$ cat config.mk
export PLATFORM = sky130hd
export DESIGN_NAME = instr_mem_loader
export DESIGN_NICKNAME = d
export VERILOG_FILES = /design/src/rtl/instr_mem_loader.sv
export SDC_FILE = /design/constraint.sdc
export NUM_CORES = 1
export LEC_CHECK = 0
export CELL_PAD_IN_SITES_DETAIL_PLACEMENT = 1
export CELL_PAD_IN_SITES_GLOBAL_PLACEMENT = 2
export CORE_ASPECT_RATIO = 0.75
export CORE_MARGIN = 2
export CORE_UTILIZATION = 40
export CTS_BUF_LIST = sky130_fd_sc_hd__clkbuf_16
export CTS_CLUSTER_DIAMETER = 60
export DETAILED_ROUTE_END_ITERATION = 8
export GPL_TIMING_DRIVEN = 0
export PLACE_DENSITY = 0.92
export SYNTH_ARGS = -nofsm -noshare
export SYNTH_HDL_FRONTEND = slang
export SYNTH_SLANG_ARGS = --single-unit
export TNS_END_PERCENT = 30
$ cat constraint.sdc
create_clock -name i_clk -period 4.15 [get_ports i_clk]
set_input_delay 0.415 -clock i_clk [delete_from_list [all_inputs] [get_ports i_clk]]
set_output_delay 0.415 -clock i_clk [all_outputs]
set_load 0.01 [all_outputs]
$ cat src/rtl/instr_mem_loader.sv
// Serial boot loader: receives a length-prefixed little-endian image byte stream, writes it
// word by word into instruction memory, verifies an XOR checksum and releases the core reset.
module instr_mem_loader #(
    parameter int MAX_WORDS = 64
) (
    input  logic        i_clk,
    input  logic        i_rst_n,
    input  logic        i_start,
    input  logic [7:0]  i_byte_in,
    input  logic        i_byte_valid,
    output logic        o_byte_ready,
    output logic        o_mem_we,
    output logic [31:0] o_mem_addr,
    output logic [31:0] o_mem_wdata,
    output logic        o_cpu_rst,
    output logic        o_done,
    output logic        o_err
);

    // state | meaning
    // LEN   | collecting the 4-byte word count
    // DATA  | collecting payload words, one memory write per word
    // CSUM  | waiting for the checksum byte
    // DONE  | image valid, core released
    // ERR   | oversize image or checksum mismatch, core held
    typedef enum logic [2:0] {
        S_LEN  = 3'd0,
        S_DATA = 3'd1,
        S_CSUM = 3'd2,
        S_DONE = 3'd3,
        S_ERR  = 3'd4
    } state_t;

    localparam logic [31:0] LP_MAX_WORDS = 32'(MAX_WORDS);

    state_t      r_state;
    state_t      w_next;
    logic [1:0]  r_byte_cnt;
    logic [31:0] r_len;
    logic [31:0] r_word;
    logic [31:0] r_word_idx;
    logic [7:0]  r_csum;
    logic        r_mem_we;
    logic [31:0] r_mem_addr;
    logic [31:0] r_mem_wdata;
    logic        r_cpu_rst;

    logic        w_ready;
    logic        w_xfer;
    logic        w_last_byte;
    logic        w_last_word;
    logic        w_restart;
    logic [4:0]  w_lane;
    logic [31:0] w_len_full;
    logic [31:0] w_word_full;

    assign w_xfer      = i_byte_valid & w_ready;
    assign w_last_byte = (r_byte_cnt == 2'd3);
    assign w_last_word = (r_word_idx == (r_len - 32'd1));
    assign w_restart   = i_start & ((r_state == S_DONE) | (r_state == S_ERR));
    assign w_lane      = {r_byte_cnt, 3'b000};
    // The 4th byte is still on the input, so finish the word combinationally for the decisions.
    assign w_len_full  = {i_byte_in, r_len[23:0]};
    assign w_word_full = {i_byte_in, r_word[23:0]};

    always_ff @(posedge i_clk or negedge i_rst_n) begin
        if (!i_rst_n) begin
            r_state <= S_LEN;
        end else begin
            r_state <= w_next;
        end
    end

    always_comb begin
        w_next  = r_state;
        w_ready = 1'b0;
        o_done  = 1'b0;
        o_err   = 1'b0;
        case (r_state)
            S_LEN: begin
                w_ready = 1'b1;
                if (w_xfer && w_last_byte) begin
                    if (w_len_full > LP_MAX_WORDS) begin
                        w_next = S_ERR;
                    end else if (w_len_full == 32'd0) begin
                        w_next = S_CSUM;
                    end else begin
                        w_next = S_DATA;
                    end
                end
            end
            S_DATA: begin
                w_ready = 1'b1;
                if (w_xfer && w_last_byte && w_last_word) begin
                    w_next = S_CSUM;
                end
            end
            S_CSUM: begin
                w_ready = 1'b1;
                if (w_xfer) begin
                    w_next = (i_byte_in == r_csum) ? S_DONE : S_ERR;
                end
            end
            S_DONE: begin
                o_done = 1'b1;
                if (i_start) begin
                    w_next = S_LEN;
                end
            end
            S_ERR: begin
                o_err = 1'b1;
                if (i_start) begin
                    w_next = S_LEN;
                end
            end
            default: begin
                w_next = S_LEN;
            end
        endcase
    end

    always_ff @(posedge i_clk or negedge i_rst_n) begin
        if (!i_rst_n) begin
            r_byte_cnt  <= 2'd0;
            r_len       <= 32'd0;
            r_word      <= 32'd0;
            r_word_idx  <= 32'd0;
            r_csum      <= 8'd0;
            r_mem_we    <= 1'b0;
            r_mem_addr  <= 32'd0;
            r_mem_wdata <= 32'd0;
            r_cpu_rst   <= 1'b1;
        end else begin
            r_mem_we  <= 1'b0;
            // Registered from the next state so the release lands in the first DONE cycle.
            r_cpu_rst <= (w_next != S_DONE);
            if (w_restart) begin
                r_byte_cnt <= 2'd0;
                r_len      <= 32'd0;
                r_word     <= 32'd0;
                r_word_idx <= 32'd0;
                r_csum     <= 8'd0;
            end else if (w_xfer) begin
                case (r_state)
                    S_LEN: begin
                        r_len[w_lane +: 8] <= i_byte_in;
                        r_byte_cnt         <= r_byte_cnt + 2'd1;
                    end
                    S_DATA: begin
                        r_word[w_lane +: 8] <= i_byte_in;
                        r_csum              <= r_csum ^ i_byte_in;
                        r_byte_cnt          <= r_byte_cnt + 2'd1;
                        if (w_last_byte) begin
                            r_mem_we    <= 1'b1;
                            r_mem_addr  <= r_word_idx;
                            r_mem_wdata <= w_word_full;
                            r_word_idx  <= r_word_idx + 32'd1;
                        end
                    end
                    default: begin
                    end
                endcase
            end
        end
    end

    assign o_byte_ready = w_ready;
    assign o_mem_we     = r_mem_we;
    assign o_mem_addr   = r_mem_addr;
    assign o_mem_wdata  = r_mem_wdata;
    assign o_cpu_rst    = r_cpu_rst;

endmodule

==> run_results.csv <==
group,metric,value,unit
final_layout,areaGrowthSynthToFinish,20.4,%
final_layout,drive_above_1_share,0.124,
die,die-area,21500,um^2
clocking,clock_tree.root_cell,"clkbuf_16",
status,outcome,"completed",
die,rows,45,
global_route,grt_overflow,0,
worst_setup_path,cp.buffers_inverters,1,
logic_synthesis,ys.warnings.count,0,
global_route,use_met2,0.331,
final_layout,instances_no_fill,1160,
logic_synthesis,synth_top_area_cell,"dfrtp_1",
logic_synthesis,synthCells,795,
logic_synthesis,synth_edf_count,0,
timing,tightest_slew,0.919,ns
worst_setup_path,cpPeakStageDelay,0.57,ns
drt,dr_total_vias,6316,
drt,vias_per_cell,5.44,
clocking,cts_sinks,167,
global_route,met3_usage,0.0372,
worst_setup_path,cp_top_family,"simple AND/OR/NAND/NOR gates",
min_path,min_path_type,"flop to flop",
worst_setup_path,cp_slowest_cell,"or4_1",
timing,setup_slack,0.795,ns
die,fp.dieH,127,um
clocking,cts_buffers,17,
run,drv_cap,0,
timing,final_hold_viol_count,0,
final_layout,fin_area,9780,um^2
logic_synthesis,syn_nets,814,
timing,max_slew_margin,0.382,
clocking,postCtsResizedCells,0,
timing,fmax,0.298,GHz
worst_setup_path,crit_required,4.49,ns
clocking,cts_tree,"yes",
global_route,antenna_found_initial,0,
clocking,clock_path_buffers,2,
worst_setup_path,crit_type,"flop to flop",
min_path,hold_depth,2,
worst_setup_path,cp_num_cells,9,
logic_synthesis,yosysTopAreaCellShare,0.512,
logic_synthesis,async_reset_ff_frac,1.00,
drt,antenna_left,0,
drt,avgRoutedWirePerCell,19.4,um
timing,min_period,3.35,ns
place,gp_congestion,0.849,
clocking,cts_htree_levels,4,
place,placed_cell_area,9200,um^2
logic_synthesis,synthTopCellsByArea,"dfrtp_1 (51%), mux2_2 (8.9%), xnor2_1 (5.4%)",
global_route,grt_pass1_vias,6610,
global_route,gr-max-usage-layer,"met2",
power_and_ir_drop,ir_drop,0.343,mV
timing,setup_viol,0,
global_route,grt_max_degree,108,
power_and_ir_drop,p_sw_frac,0.406,
drt,wirelength,22500,um
power_and_ir_drop,seqPwrFrac,0.330,
final_layout,mostFrequentLayoutCells,"dfrtp_1 (166), nand2_1 (105), clkdlybuf4s50_1 (71)",
worst_setup_path,critPathCaptureType,"flop",
logic_synthesis,synthDistinctLibCells,58,
final_layout,antenna_cells,0,
timing,period_share,0.808,
die,die_x,169,um
logic_synthesis,synth_seq_cells,167,
logic_synthesis,avgSynthCellArea,10.2,um^2
power_and_ir_drop,power.internal,3650,uW
clocking,clk_pin_slew,0.07,ns
power_and_ir_drop,pwr_density_cell,628,nW/um^2
die,start_util,0.404,
global_route,grtUsageMet1,0.329,
place,place_inst,1126,
logic_synthesis,syn_area,8120,um^2
power_and_ir_drop,p_clk_frac,0.256,
final_layout,final_nets,908,
drt,drt_iter0_markers,419,
timing,clock_skew,0.00815,ns
place,dp_hpwl,16000,um
drt,drc,0,
final_layout,mostFrequentLayoutCell,"dfrtp_1",
power_and_ir_drop,p_sw,2490,uW
timing,slew_violations,0,
place,portBuffers,72,
drt,firstDrtPassIters,4,
logic_synthesis,ys.flop_type,"dfrtp_1",
power_and_ir_drop,p_comb_frac,0.414,
logic_synthesis,ys_seq_area_frac,0.515,
global_route,grt_pass1_wl,36600,um
power_and_ir_drop,p_leak,0.00430,uW
final_layout,fill_cells,2189,
global_route,grt_usage,0.219,
place,pre_cts_slack,0.648,ns
die,core_area,20100,um^2
worst_setup_path,cp-start-kind,"flop",
worst_setup_path,cp_max_fo,7,
clocking,clock_latency,0.44,ns
die,ios,81,
worst_setup_path,path_cells,"clkbuf_1, nor4_2, nand3_1, or4_1, or3_1, a2111oi_2, nand4_1, a2bb2oi_1, o32ai_1",
timing,holdWs,0.485,ns
timing,rsz0062_at_grt,"no",
worst_setup_path,ff2ff_path_depth,9,
worst_setup_path,cp_data_arrival_time,3.69,ns
-- cells in the mapped netlist, types with 2 or more instances --
master     count
dfrtp_1      166
nand2_1      105
o21ai_0       66
mux2_2        64
nor2_1        62
xnor2_1       50
clkbuf_1      38
xor2_1        29
nor3_1        20
a21oi_1       19
nand3_1       15
or3_1         15
inv_1         12
nor4_1        11
nand4_1       10
a22o_1         8
nand2b_1       8
and3_1         7
and4_1         7
ha_1           7
nor2b_1        7
or4_1          7
nand3b_1       5
nor4b_1        5
buf_2          4
o21ai_1        4
buf_1          3
or2_2          3
a2111oi_0      2
a22oi_1        2
nor3b_1        2
nor4_2         2
o2111a_1       2
o21a_1         2
o311ai_1       2
o32ai_1        2
-- registers in the layout (all words and copies together) (netlist names) --
register     cells
r_len           32
r_word_idx      32
o_mem_we         1
o_cpu_rst        1
r_state          3
r_csum           8
r_word          24
o_mem_addr      32
r_byte_cnt       2
o_mem_wdata     32
-- power groups by stage --
stage                     sequential (uW)  combinational (uW)  clock, uW
after floorplan                      1980                1890          0
after global placement               2040                2440          0
after detailed placement             2050                2500          0
after CTS                            2020                2530       1600
after global routing                 2050                2870       1670
final                                2030                2540       1580
-- metrics by stage --
| step | TNS (ns) | total power [uW] | util |
|---|---|---|---|
| 3_3_place_gp | -695.89 | 4490 | 0.456 |
| 4_1_cts | 0 | 6150 | 0.486 |
| 2_1_floorplan | 0 | 3860 | - |
| 6_report | 0 | 6150 | 0.487 |
| 5_1_grt | 0 | 6590 | 0.487 |
| 3_5_place_dp | 0 | 4550 | 0.458 |
-- routing by layer --
| metal | vias to the layer above | routed length [um] |
|---|---|---|
| met5 | - | 0 |
| met3 | 18 | 846 |
| met2 | 133 | 9900 |
| li1 | 2967 | - |
| met1 | 3198 | 11500 |
| met4 | 0 | 258 |
-- area by class of cell --
type                    count  area, um^2  share of cell area
repair buffers             75         768              0.0786
clock inverters            15         143              0.0146
multi-input cells         570        3720               0.380
plain buffers              45         174              0.0178
flip-flops and latches    167        4180               0.427
well taps                 258         323              0.0330
inverters                  13        48.8             0.00499
clock buffers              17         425              0.0435
-- worst min-delay path: stages (launching register included) --
cell and delay [ns]:
dfrtp_1 0.35, nand2_1 0.05, o21ai_0 0.06
-- logic make-up after synthesis --
| family | Yosys count | share of synthesized area |
|---|---|---|
| simple gates | 297 | 0.181 |
| buf+inv | 58 | 0.0274 |
| fa+ha+maj | 7 | 0.0108 |
| flops | 167 | 0.515 |
| compound gates | 122 | 0.0909 |
| mux | 65 | 0.0900 |
| xor+xnor | 79 | 0.0852 |
-- timing repair --
action,CTS,global route
endpoints found under the hold margin,60,0
hold buffers,1,0
endpoints found under the setup margin,0,0
setup buffers,0,0
-- worst paths after layout --
path,startpoint,end,slack [ns]
setup / recovery,r_len[9],r_state[1],0.80
hold / removal,r_word[4],r_word[4],0.49
setup reg to reg,r_len[9],r_state[1],0.80
hold reg to reg,r_word[4],r_word[4],0.49
max in group asynchronous,i_rst_n,o_mem_wdata[16],2.77
min in group asynchronous,i_rst_n,o_mem_addr[1],0.50
(Power assumes the default switching activity.)
